===== config.mk =====
export PLATFORM = sky130hd
export DESIGN_NAME = store_monitor
export DESIGN_NICKNAME = d
export VERILOG_FILES = /design/src/rtl/store_monitor.sv
export SDC_FILE = /design/constraint.sdc
export NUM_CORES = 1
export LEC_CHECK = 0
export BUFFER_PORTS_ARGS = -buffer_cell sky130_fd_sc_hd__buf_2
export CORE_AREA = 8 8 233 179
export DETAILED_ROUTE_END_ITERATION = 12
export DIE_AREA = 0 0 241 187
export PLACE_DENSITY = 0.75
export SLEW_MARGIN = 20
export SYNTH_ARGS = -nofsm -noshare
export SYNTH_HDL_FRONTEND = slang
export SYNTH_SLANG_ARGS = --single-unit
export TNS_END_PERCENT = 5

===== constraint.sdc =====
create_clock -name clk -period 5.7 [get_ports clk]
set_input_delay 0.285 -clock clk [delete_from_list [all_inputs] [get_ports clk]]
set_output_delay 0.285 -clock clk [all_outputs]
set_load 0.05 [all_outputs]

===== src/rtl/store_monitor.sv =====
// Store snooper for the single-cycle core: logs every data-memory store in a FIFO
// and holds the program's pass/fail verdict. Optional watchdog: STORE_MON_TIMEOUT_EN.
module store_monitor #(
  parameter int unsigned DEPTH       = 8,
  parameter logic [31:0] PASS_ADR    = 32'd100,
  parameter logic [31:0] PASS_DATA   = 32'd7,
  parameter logic [31:0] SCRATCH_ADR = 32'd96
`ifdef STORE_MON_TIMEOUT_EN
  ,
  parameter int unsigned TIMEOUT_CYC = 1000
`endif
) (
  input  logic                     clk,
  input  logic                     reset_n,
  input  logic                     mem_write,
  input  logic [31:0]              data_adr,
  input  logic [31:0]              write_data,
  output logic                     rec_valid,
  input  logic                     rec_ready,
  output logic [31:0]              rec_adr,
  output logic [31:0]              rec_data,
  output logic [$clog2(DEPTH):0]   fifo_count,
  output logic                     overflow,
  output logic                     done,
  output logic                     pass,
  output logic                     timeout
);

  localparam int unsigned AW = $clog2(DEPTH);
  localparam int unsigned CW = AW + 1;

  typedef enum logic [1:0] {ST_RUN, ST_PASS, ST_FAIL, ST_TIMEOUT} state_t;

  logic [31:0]   r_mem_adr  [DEPTH];
  logic [31:0]   r_mem_data [DEPTH];
  logic [AW-1:0] r_wr_ptr;
  logic [AW-1:0] r_rd_ptr;
  logic [CW-1:0] r_count;
  logic          r_overflow;
  state_t        r_state;
  state_t        w_state_nxt;

  logic w_full;
  logic w_pop;
  logic w_do_push;

  assign w_full    = (r_count == CW'(DEPTH));
  assign rec_valid = (r_count != '0);
  assign w_pop     = rec_valid && rec_ready;
  // A full FIFO still accepts a push when the head leaves on the same edge.
  assign w_do_push = mem_write && (!w_full || w_pop);

  // Head slot is masked while empty so stale entries never leak after reset.
  assign rec_adr    = rec_valid ? r_mem_adr[r_rd_ptr]  : 32'd0;
  assign rec_data   = rec_valid ? r_mem_data[r_rd_ptr] : 32'd0;
  assign fifo_count = r_count;
  assign overflow   = r_overflow;

  // Storage array carries no reset; validity is tracked by the count.
  always_ff @(posedge clk) begin
    if (w_do_push) begin
      r_mem_adr[r_wr_ptr]  <= data_adr;
      r_mem_data[r_wr_ptr] <= write_data;
    end
  end

  always_ff @(posedge clk or negedge reset_n) begin
    if (!reset_n) begin
      r_wr_ptr   <= '0;
      r_rd_ptr   <= '0;
      r_count    <= '0;
      r_overflow <= 1'b0;
    end else begin
      if (w_do_push) r_wr_ptr <= r_wr_ptr + AW'(1);
      if (w_pop)     r_rd_ptr <= r_rd_ptr + AW'(1);
      case ({w_do_push, w_pop})
        2'b10:   r_count <= r_count + CW'(1);
        2'b01:   r_count <= r_count - CW'(1);
        default: r_count <= r_count;
      endcase
      if (mem_write && w_full && !w_pop) r_overflow <= 1'b1;
    end
  end

`ifdef STORE_MON_TIMEOUT_EN
  logic [31:0] r_tmo_cnt;
  logic        w_tmo_hit;

  assign w_tmo_hit = ((r_tmo_cnt + 32'd1) == 32'(TIMEOUT_CYC));

  always_ff @(posedge clk or negedge reset_n) begin
    if (!reset_n) begin
      r_tmo_cnt <= '0;
    end else if (r_state == ST_RUN) begin
      r_tmo_cnt <= r_tmo_cnt + 32'd1;
    end
  end
`endif

  always_ff @(posedge clk or negedge reset_n) begin
    if (!reset_n) r_state <= ST_RUN;
    else          r_state <= w_state_nxt;
  end

  // Verdict is decided by the sampled store whether or not the FIFO kept it.
  always_comb begin
    w_state_nxt = r_state;
    if (r_state == ST_RUN) begin
      if (mem_write) begin
        if (data_adr == PASS_ADR)
          w_state_nxt = (write_data == PASS_DATA) ? ST_PASS : ST_FAIL;
        else if (data_adr != SCRATCH_ADR)
          w_state_nxt = ST_FAIL;
      end
`ifdef STORE_MON_TIMEOUT_EN
      if ((w_state_nxt == ST_RUN) && w_tmo_hit) w_state_nxt = ST_TIMEOUT;
`endif
    end
  end

  assign done = (r_state != ST_RUN);
  assign pass = (r_state == ST_PASS);
`ifdef STORE_MON_TIMEOUT_EN
  assign timeout = (r_state == ST_TIMEOUT);
`else
  assign timeout = 1'b0;
`endif

endmodule


**Word-level counts from Yosys, hierarchy flattened**

Memories as Yosys holds them, arrays and structs flattened.
Index checks and enable logic that the tools add are counted.

- Word-level logic and storage cells: 39
- Latch bits: 0
- Memory bits (writable): 512
- Output and inout port bits: 73
- Flip-flop bits (word level): 13
- Memories: 2
- ROM bits: 0
- Input port bits: 68

- Equal/unequal tests: 7
- Order comparisons: 0
- Divide/modulo/power cells: 0
- Muxes and demuxes: 8
- Add/subtract/negate cells: 4
- Bitwise operators: 0
- Shifts and indexed selects: 0
- Reduce and logical (&&, ||, !) cells: 13
- $mul: 0

Memories:

| name | depth | width | rd ports | clocked after memory_dff | write ports | RTL line | source |
|---|---|---|---|---|---|---|---|
| r_mem_adr | 8 | 32 | 1 | 0 | 1 | 34 | `logic [31:0] r_mem_adr [DEPTH];` |
| r_mem_data | 8 | 32 | 1 | 0 | 1 | 35 | `logic [31:0] r_mem_data [DEPTH];` |

Operator list:

| operator | count |
|---|---|
| two-way mux 32 bit | 2 |
| == test 32 x 3 -> 1 bit (second input constant) | 1 |
| == test 32 x 7 -> 1 bit (second input constant) | 1 |
| inequality test 32 x 7 -> 1 bit (second input constant) | 1 |
| case mux 4 bit (2 select lines) | 1 |
| adder 3 x 1 -> 3 bit (second input constant) | 2 |
| two-way mux 2 bit | 3 |
| nonzero test 2 bit | 3 |
| adder 4 x 1 -> 4 bit (second input constant) | 1 |
| == test 2 x 1 -> 1 bit (second input constant) | 2 |
| == test 4 bit (second input constant) | 1 |
| logical AND 1 bit | 4 |
| nonzero test 4 bit | 1 |
| subtractor 4 x 1 -> 4 bit (second input constant) | 1 |
| AND reduction 3 bit | 1 |
| == test 2 bit (second input constant) | 1 |
| logical NOT 1 bit | 2 |
| logical NOT 2 bit | 1 |
| two-way mux 1 bit | 2 |
| logical OR 1 bit | 1 |

**Logic depth before layout (Yosys ltp)**

Gate-level depths: netlist of run 1.

- Depth after elaboration: 6
- Mapped depth: 8
- Gate-level depth less buffers: 7

**Worst setup path before layout of run 1**

Ideal clock, no wire load.

- Kind: reg-to-reg
- Start: register r_count[1], in the netlist fifo_count[1]
- End: memory r_mem_adr[0][0], enable pin
- Arrival: 5.785 ns
- Required time: 5.135 ns
- Library setup time: 0.565 ns
- Cell stages (with the launch flop): 6
- Path buffers: 1
- Setup slack: -0.649 ns
- Clock period less this slack: 6.349 ns
- Cell sequence: dfrtp_1 -> buf_2 -> nor3_1 -> a21boi_2 -> nand2b_1 -> nor3_1

- Word-level cells in the longest chain between the ends: 6
- Elaborated cells between the ends (all ways): 8
- Classes of those cells: eq/ne (1); mux (2); reduce/logical (5)

Ends and longest elaborated chain:

| item | RTL line | source |
|---|---|---|
| from (decl) | 38 | `logic [CW-1:0] r_count;` |
| from (signal assigned) | 77 | `2'b10: r_count <= r_count + CW'(1);` |
| from (signal assigned) | 78 | `2'b01: r_count <= r_count - CW'(1);` |
| from (signal assigned) | 79 | `default: r_count <= r_count;` |
| == test 4 bit / nonzero test 4 bit (equally long branches) | 47, 48 |  |
| logical NOT 1 bit / logical AND 1 bit (equally long branches) | 51, 49 |  |
| logical OR 1 bit (*) | 51 | `assign w_do_push = mem_write && (!w_full \|\| w_pop);` |
| logical AND 1 bit (*) | 51 |  |
| two-way mux 1 bit (*) | 61 | `if (w_do_push) begin` |
| two-way mux 1 bit (implied by the code) (*) | 62 | `r_mem_adr[r_wr_ptr] <= data_adr;` |
| to (decl) | 34 |  |

Mark *: on every way between the ends. The rest lies on a longest branch, timed or not.

**Worst setup path after layout of run 1**

- Start: register r_rd_ptr[1]
- End: output port rec_adr[31]

- Word-level cells in the longest chain between the ends: 2

Ends and longest elaborated chain:

| item | RTL line | source |
|---|---|---|
| from (decl) | 37 | `logic [AW-1:0] r_rd_ptr;` |
| from (signal assigned) | 75 | `if (w_pop) r_rd_ptr <= r_rd_ptr + AW'(1);` |
| memory (8 x 32 bit) | - |  |
| two-way mux 32 bit | 54 | `assign rec_adr = rec_valid ? r_mem_adr[r_rd_ptr] : 32'd0;` |
| to (decl) | 20 | `output logic [31:0] rec_adr,` |

Every way passes these cells.

==> qor.yml, run 1 <==
run_status:
  outcome: "finished clean"
pwr:
  leakagePower_nw: 7.83
  p_comb_share_pct: 37.8
  p_clk_share_pct: 23.2
  ir_worst_vdd_mv: 0.490
  power_switching_w: 0.00511
  switching_share_pct: 38.1
  powerDensity_nw_per_um2: 574
  seq_power_share_pct: 39.0
  p_int_w: 0.00830
floorplan:
  io_pins: 141
  dieArea_um2: 45100
  rows: 62
  die_w_um: 241
  coreArea_um2: 37900
  initial_utilization_pct: 53.6
  chipHeight_um: 187
layout:
  layout_commonest_cell: "edfxtp_1"
  ff_latch_area_um2: 15700
  synthToLayoutAreaGrowth_pct: 15.3
  drive_gt1_share_pct: 33.1
  fillers: 2639
  fin_cells: 1646
  nets: 1168
  multi_input_area_um2: 4390
  layout_common_cells: "edfxtp_1, buf_2, mux4_2"
critical_path:
  end_kind: "output pin"
  crit_arrival_ps: 3320
  cp_num_buf_inv: 2
  crit_path_start_kind: "register"
  path_depth: 5
  critPathTopFamily: "flip-flops"
  slowest_stage: "dfrtp_4"
  required_ps: 5410
  reg2reg_from: "fifo_count[1]"
  critPathKind: "register to output pin"
  crit_chain: "buf_4 -> mux4_2 -> mux2i_1 -> nor2_1 -> buf_2"
  worstRegToRegCells: 5
  r2r_end: "r_mem_adr[3][20]"
  ff2ff_setup_slack_ps: 2540
  critPathMaxFanout: 72
  max_stage_delay_ps: 1110
drt:
  drc: 0
  first_pass_iters: 5
  ant_nets: 0
  drtIter0Drc: 945
  vias: 9675
  wl_per_cell_um: 25.9
  routed_wl_mm: 42.6
  vias_per_cell: 5.88
worst_hold_path:
  hold_start: "data_adr[11]"
  hold-path-endpoint: "r_mem_adr[3][11]"
  hold_depth: 1
  hold_path.class: "primary input to register"
timing:
  period_needed_ps: 3610
  max_freq_mhz: 277
  slew_headroom_pct: 26.2
  worstMarginPinSlew_ps: 1110
  hold_viol: 0
  fin_crit_sh_pct: 63.3
  final_max_slew_viol_count: 0
  fin_skew_ps: 26.6
  setup_viol: 0
  fin_hold_ws_ps: 15.9
  rsz0062_at_grt: "false"
logic_synthesis:
  async_reset_ff_share_pct: 2.48
  yosys_most_used_dff: "edfxtp_1"
  synth_area_per_cell_um2: 22.2
  ys_warn_count: 0
  ys_seq_elements: 525
  synthesis.area_um2: 20300
  postSynthCellCount: 913
  synthDistinctLibCells: 42
  syn-num-nets: 984
  synth_edf_count: 512
  synth-seq-area-share_pct: 77.4
clock_network:
  cts.root.buffer_cell: "clkbuf_16"
  tritoncts: "yes"
  worstSkewPairLatency_ps: 570
  clockBufferDepth: 3
  cts_buffers: 49
  clkSlewWorstSetupHoldPaths_ps: 70
  h-tree-depth: 2
  cts_resized: 0
  clock-sinks: 525
job:
  drv_cap: 0
global_routing:
  grt_usage_pct: 18.9
  grt_pass1_wl_mm: 64.6
  grt_max_degree: 73
  overflow: 0
  grt_use_met3_pct: 4.20
  top_usage_layer: "met2"
  grt_use_met2_pct: 29.2
  grt_antenna_before_repair: 6
  grt_pass1_vias: 10200
  grt_use_met1_pct: 27.7
placed_design:
  hpwlAfterDp_mm: 25.0
  gp_congestion: 0.740
  port_buffers: 139
  dp.cells: 1537
worst reg2reg max path, stage by stage, from the launching register on:
cell      delay [ps]
dfrtp_1          570
nor3_1           160
a21boi_2         340
nand2_1          290
nor2_4           580
buf_4            780
logic make-up after synthesis:
| family | synth area share (%) |
|---|---|
| fa+ha+maj | 0.185 |
| mux | 17.5 |
| simple gates | 2.75 |
| other cells | 0.0185 |
| compound gates | 0.555 |
| buf+inv | 1.32 |
| flops | 77.4 |
| xor+xnor | 0.302 |
cell type report:
type / instances / share of cell area (%)
diodes: 1 / 0.0107
clock buffers: 64 / 5.58
clock inverters: 23 / 0.894
inverters: 2 / 0.0321
multi-input cells: 340 / 18.8
flip-flops and latches: 525 / 67.2
well taps: 512 / 2.74
repair buffers: 179 / 4.80
worst max path at each step:
stage,startpoint,endpoint,slack (ps)
after global routing,r_rd_ptr[1],rec_data[29],1930
after CTS,r_rd_ptr[0],rec_adr[27],1880
after floorplan,fifo_count[1],r_mem_adr[1][0],-650
after detailed placement,r_rd_ptr[0],rec_adr[27],2470
final,r_rd_ptr[1],rec_adr[31],2090
after global placement,r_rd_ptr[0],rec_adr[27],2450
power by group through the flow:
stage / clock [W] / sequential, W / combinational, W
floorplan: 0 / 0.00512 / 0.00397
global placement: 0 / 0.00537 / 0.00499
detailed placement: 0 / 0.00540 / 0.00502
CTS: 0.00317 / 0.00532 / 0.00505
global route: 0.00332 / 0.00528 / 0.00537
finish: 0.00311 / 0.00523 / 0.00506
synthesized netlist by cell type, types with 4 or more instances:
cell type,number,area [um^2]
edfxtp_1,512,15400
mux2i_1,64,641
dfrtp_1,13,325
buf_4,12,90.1
nor3_1,6,30.0
nand4_1,4,25.0
buf_2,27,135
nand2_1,6,22.5
nor2_1,77,289
mux4_2,128,2880
xnor2_1,5,43.8
clkbuf_1,4,15.0
nand2b_1,4,25.0
nor4_1,12,75.1
metrics by stage:
step	utilization (%)	area (um^2)	worst slack, ps	TNS, ps	power [W]
floorplan	-	20300	-648	-41470	0.00909
global placement	57.1	21600	2450	0	0.0104
detailed placement	57.1	21600	2470	0	0.0104
CTS	61.6	23300	1880	0	0.0135
global route	61.8	23400	1930	0	0.0140
finish	61.8	23400	2090	0	0.0134
flip-flops by register name, summed over array words and instances, names as in the netlist:
name / count
fifo_count: 4
overflow: 1
r_mem_adr: 256
r_mem_data: 256
r_rd_ptr: 3
r_state: 2
r_wr_ptr: 3
layer usage:
metal / vias up / part of all wire (%)
met5: - / 0.12
met4: 8 / 1.4
met3: 58 / 7.6
met2: 365 / 48
met1: 5078 / 43
li1: 4166 / -
timing repair:
action                                  4_1_cts  5_1_grt
endpoints found under the hold margin       118        0
hold buffers                                 18        0
buffers inserted                              0        0
endpoints found under the setup margin        0        0
Note: power is estimated with default switching activity, not from simulation.
==> run 2, diff against run 1 <==
==> constraint.sdc (replaced) <==
create_clock -name clk -period 3.1 [get_ports clk]
set_input_delay 0.155 -clock clk [delete_from_list [all_inputs] [get_ports clk]]
set_output_delay 0.155 -clock clk [all_outputs]
set_load 0.05 [all_outputs]
==> run 2 against run 1 <==
  * Core utilization is 2.0 points higher
  * Count of clock-buffer cells in the layout shrank 1
  * Critical path depth is the same
  * Sequential power is 80% higher
  * Clock skew down 2.9 ps
  * Critical path type unchanged
  * Critical endpoint is now rec_adr[17]
  * Largest cell class unchanged
==> qor.yml, run 2 (same netlist as run 1, synthesis figures left out) <==
layout:
  nets: 1230  # was 1168
  ff_latch_area_um2: 15700  # about the same
  layout_common_cells: "edfxtp_1, buf_2, mux4_2"  # unchanged
  multi_input_area_um2: 4420  # was 4390 um^2
  synthToLayoutAreaGrowth_pct: 18.9  # was 15.3%
  drive_gt1_share_pct: 32.5  # was 33.1%
  fillers: 2519  # was 2639
  layout_commonest_cell: "edfxtp_1"  # unchanged
timing:
  fin_ws_ps: 249  # was 2090 ps
  fin_crit_sh_pct: 92.0
  setup_viol: 0  # unchanged
  fin_skew_ps: 23.7  # was 26.6 ps
  slew_headroom_pct: 41.5  # was 26.2%
  finalSetupTns_ps: 0  # unchanged
  max_freq_mhz: 351
  period_needed_ps: 2850
  rsz0062_at_grt: "false"  # unchanged
  worstMarginPinSlew_ps: 875  # was 1110 ps
  hold_viol: 0  # unchanged
  final_max_slew_viol_count: 0  # unchanged
floorplan:
  chipHeight_um: 187  # unchanged
  dieArea_um2: 45100  # unchanged
  rows: 62  # unchanged
  coreArea_um2: 37900  # unchanged
  die_w_um: 241  # unchanged
  initial_utilization_pct: 53.6  # unchanged
  io_pins: 141  # unchanged
critical_path:
  crit_arrival_ps: 2700  # was 3320 ps
  required_ps: 2940  # was 5410 ps
  crit_path_start_kind: "register"  # unchanged
  end_kind: "output pin"  # unchanged
  worstRegToRegCells: 8  # was 5
  r2r_end: "fifo_count[1]"  # was r_mem_adr[3][20]
  critPathKind: "register to output pin"  # unchanged
  reg2reg_from: "fifo_count[0]"  # was fifo_count[1]
  ff2ff_setup_slack_ps: 360  # was 2540 ps
  critPathMaxFanout: 28  # was 72
clock_network:
  clkSlewWorstSetupHoldPaths_ps: 70  # about the same
  clock-sinks: 525  # unchanged
  postCtsSetupBuffers: 0  # unchanged
  clockBufferDepth: 3  # unchanged
  tritoncts: "yes"  # unchanged
  cts_buffers: 48  # was 49
  cts_resized: 0  # unchanged
  cts.root.buffer_cell: "clkbuf_16"  # unchanged
  worstSkewPairLatency_ps: 570  # about the same
  h-tree-depth: 2  # unchanged
placed_design:
  gp_congestion: 0.768  # was 0.740
  port_buffers: 139  # unchanged
  hpwlAfterDp_mm: 25.9  # was 25.0 mm
  dp_slack_ps: 696  # was 2470 ps
drt:
  routed_wl_mm: 43.5  # was 42.6 mm
  drc: 0  # unchanged
  vias_per_cell: 5.93  # was 5.88
  wl_per_cell_um: 25.4  # was 25.9 um
  first_pass_iters: 5  # unchanged
  ant_nets: 0  # unchanged
  vias: 10100  # was 9675
  drtIter0Drc: 947  # was 945
global_routing:
  overflow: 0  # unchanged
  grt_usage_pct: 19.5  # was 18.9%
  grt_pass1_vias: 10600  # was 10200
  grt_use_met2_pct: 29.8  # was 29.2%
  grt_use_met1_pct: 28.5  # was 27.7%
  grt_pass1_wl_mm: 66.5  # was 64.6 mm
  top_usage_layer: "met2"  # unchanged
  grt_max_degree: 53  # was 73
  grt_use_met3_pct: 4.39  # was 4.20%
  grt_antenna_before_repair: 5  # was 6
job:
  drv_cap: 0  # unchanged
pwr:
  ir_worst_vdd_mv: 0.919  # was 0.490 mV
  leakagePower_nw: 8.14  # was 7.83 nW
  powerDensity_nw_per_um2: 1030  # was 574 nW/um^2
worst_hold_path:
  hold_path.class: "primary input to asynchronous set/reset pin"  # was primary input to register
run_status:
  outcome: "finished clean"  # unchanged
## run 2: cell types whose count changed in the layout (fill, tap and decap cells not counted), moves of 4 or more
cell | previous run | this run
dlygate4sd3_1 | 18 | 68
clkinv_1 | 5 | 11
dfrtp_2 | 0 | 4
buf_12 | 3 | 18
dfrtp_1 | 10 | 6
## run 2: how the worst max path moves through the flow
stage               slack (ps)     startpoint  cells past startpoint                to
global route               130    r_rd_ptr[0]                      5       rec_adr[17]
global placement           720  fifo_count[3]                      5  r_mem_adr[0][27]
detailed placement         700  fifo_count[3]                      5  r_mem_adr[0][28]
finish                     250    r_rd_ptr[0]                      5       rec_adr[17]
CTS                        230    r_rd_ptr[0]                      5       rec_adr[17]
floorplan                 -250  fifo_count[1]                      5   r_mem_adr[7][0]
## run 2: report_power, final
part	total (W)	switching (W)	internal, W
Clock	0.00563	0.00247	0.00316
Combinational	0.00987	0.00652	0.00335
Sequential	0.00941	0.000499	0.00891
## run 2: final cells by class
class,count,area share (%)
timing repair buffer,242,7.73
tap,512,2.65
sequential,525,65.1
inverter,2,0.0311
antenna,2,0.0207
clock buffer,63,5.30
clock inverter,25,0.819
multi-input combinational,340,18.3
## run 2: metrics by stage
| stage | util, % | cell area (um^2) | total power, W | hold WS [ps] | cells |
|---|---|---|---|---|---|
| after global routing | 63.7 | 24100 | 0.0260 | 37.2 | 1711 |
| after floorplan | - | 20400 | 0.0167 | -141 | 913 |
| after CTS | 63.7 | 24100 | 0.0252 | 2.52 | 1709 |
| after global placement | 58.0 | 22000 | 0.0193 | 68.8 | 1553 |
| final | 63.7 | 24100 | 0.0249 | 31.3 | 1711 |
| after detailed placement | 58.0 | 22000 | 0.0195 | 75.7 | 1553 |
## run 2: critical path, cell delays in order, from the launching register on
cell and delay [ps]:
dfrtp_4 590, buf_12 290, mux4_2 550, mux2i_1 390
nor2_1 80, buf_2 230
## run 2: per-layer routing
layer  part of all wire [%]  up-vias  routed length, um
li1                       -     4295                  -
met1                     42     5336              18300
met2                     48      431              20900
met3                    7.9       70               3440
met4                    1.8        6                797
met5                  0.080        -                 35
## run 2: what timing repair did
action	in CTS	in global routing
endpoints found under the setup margin	0	0
hold buffers	68	0
endpoints found under the hold margin	530	0
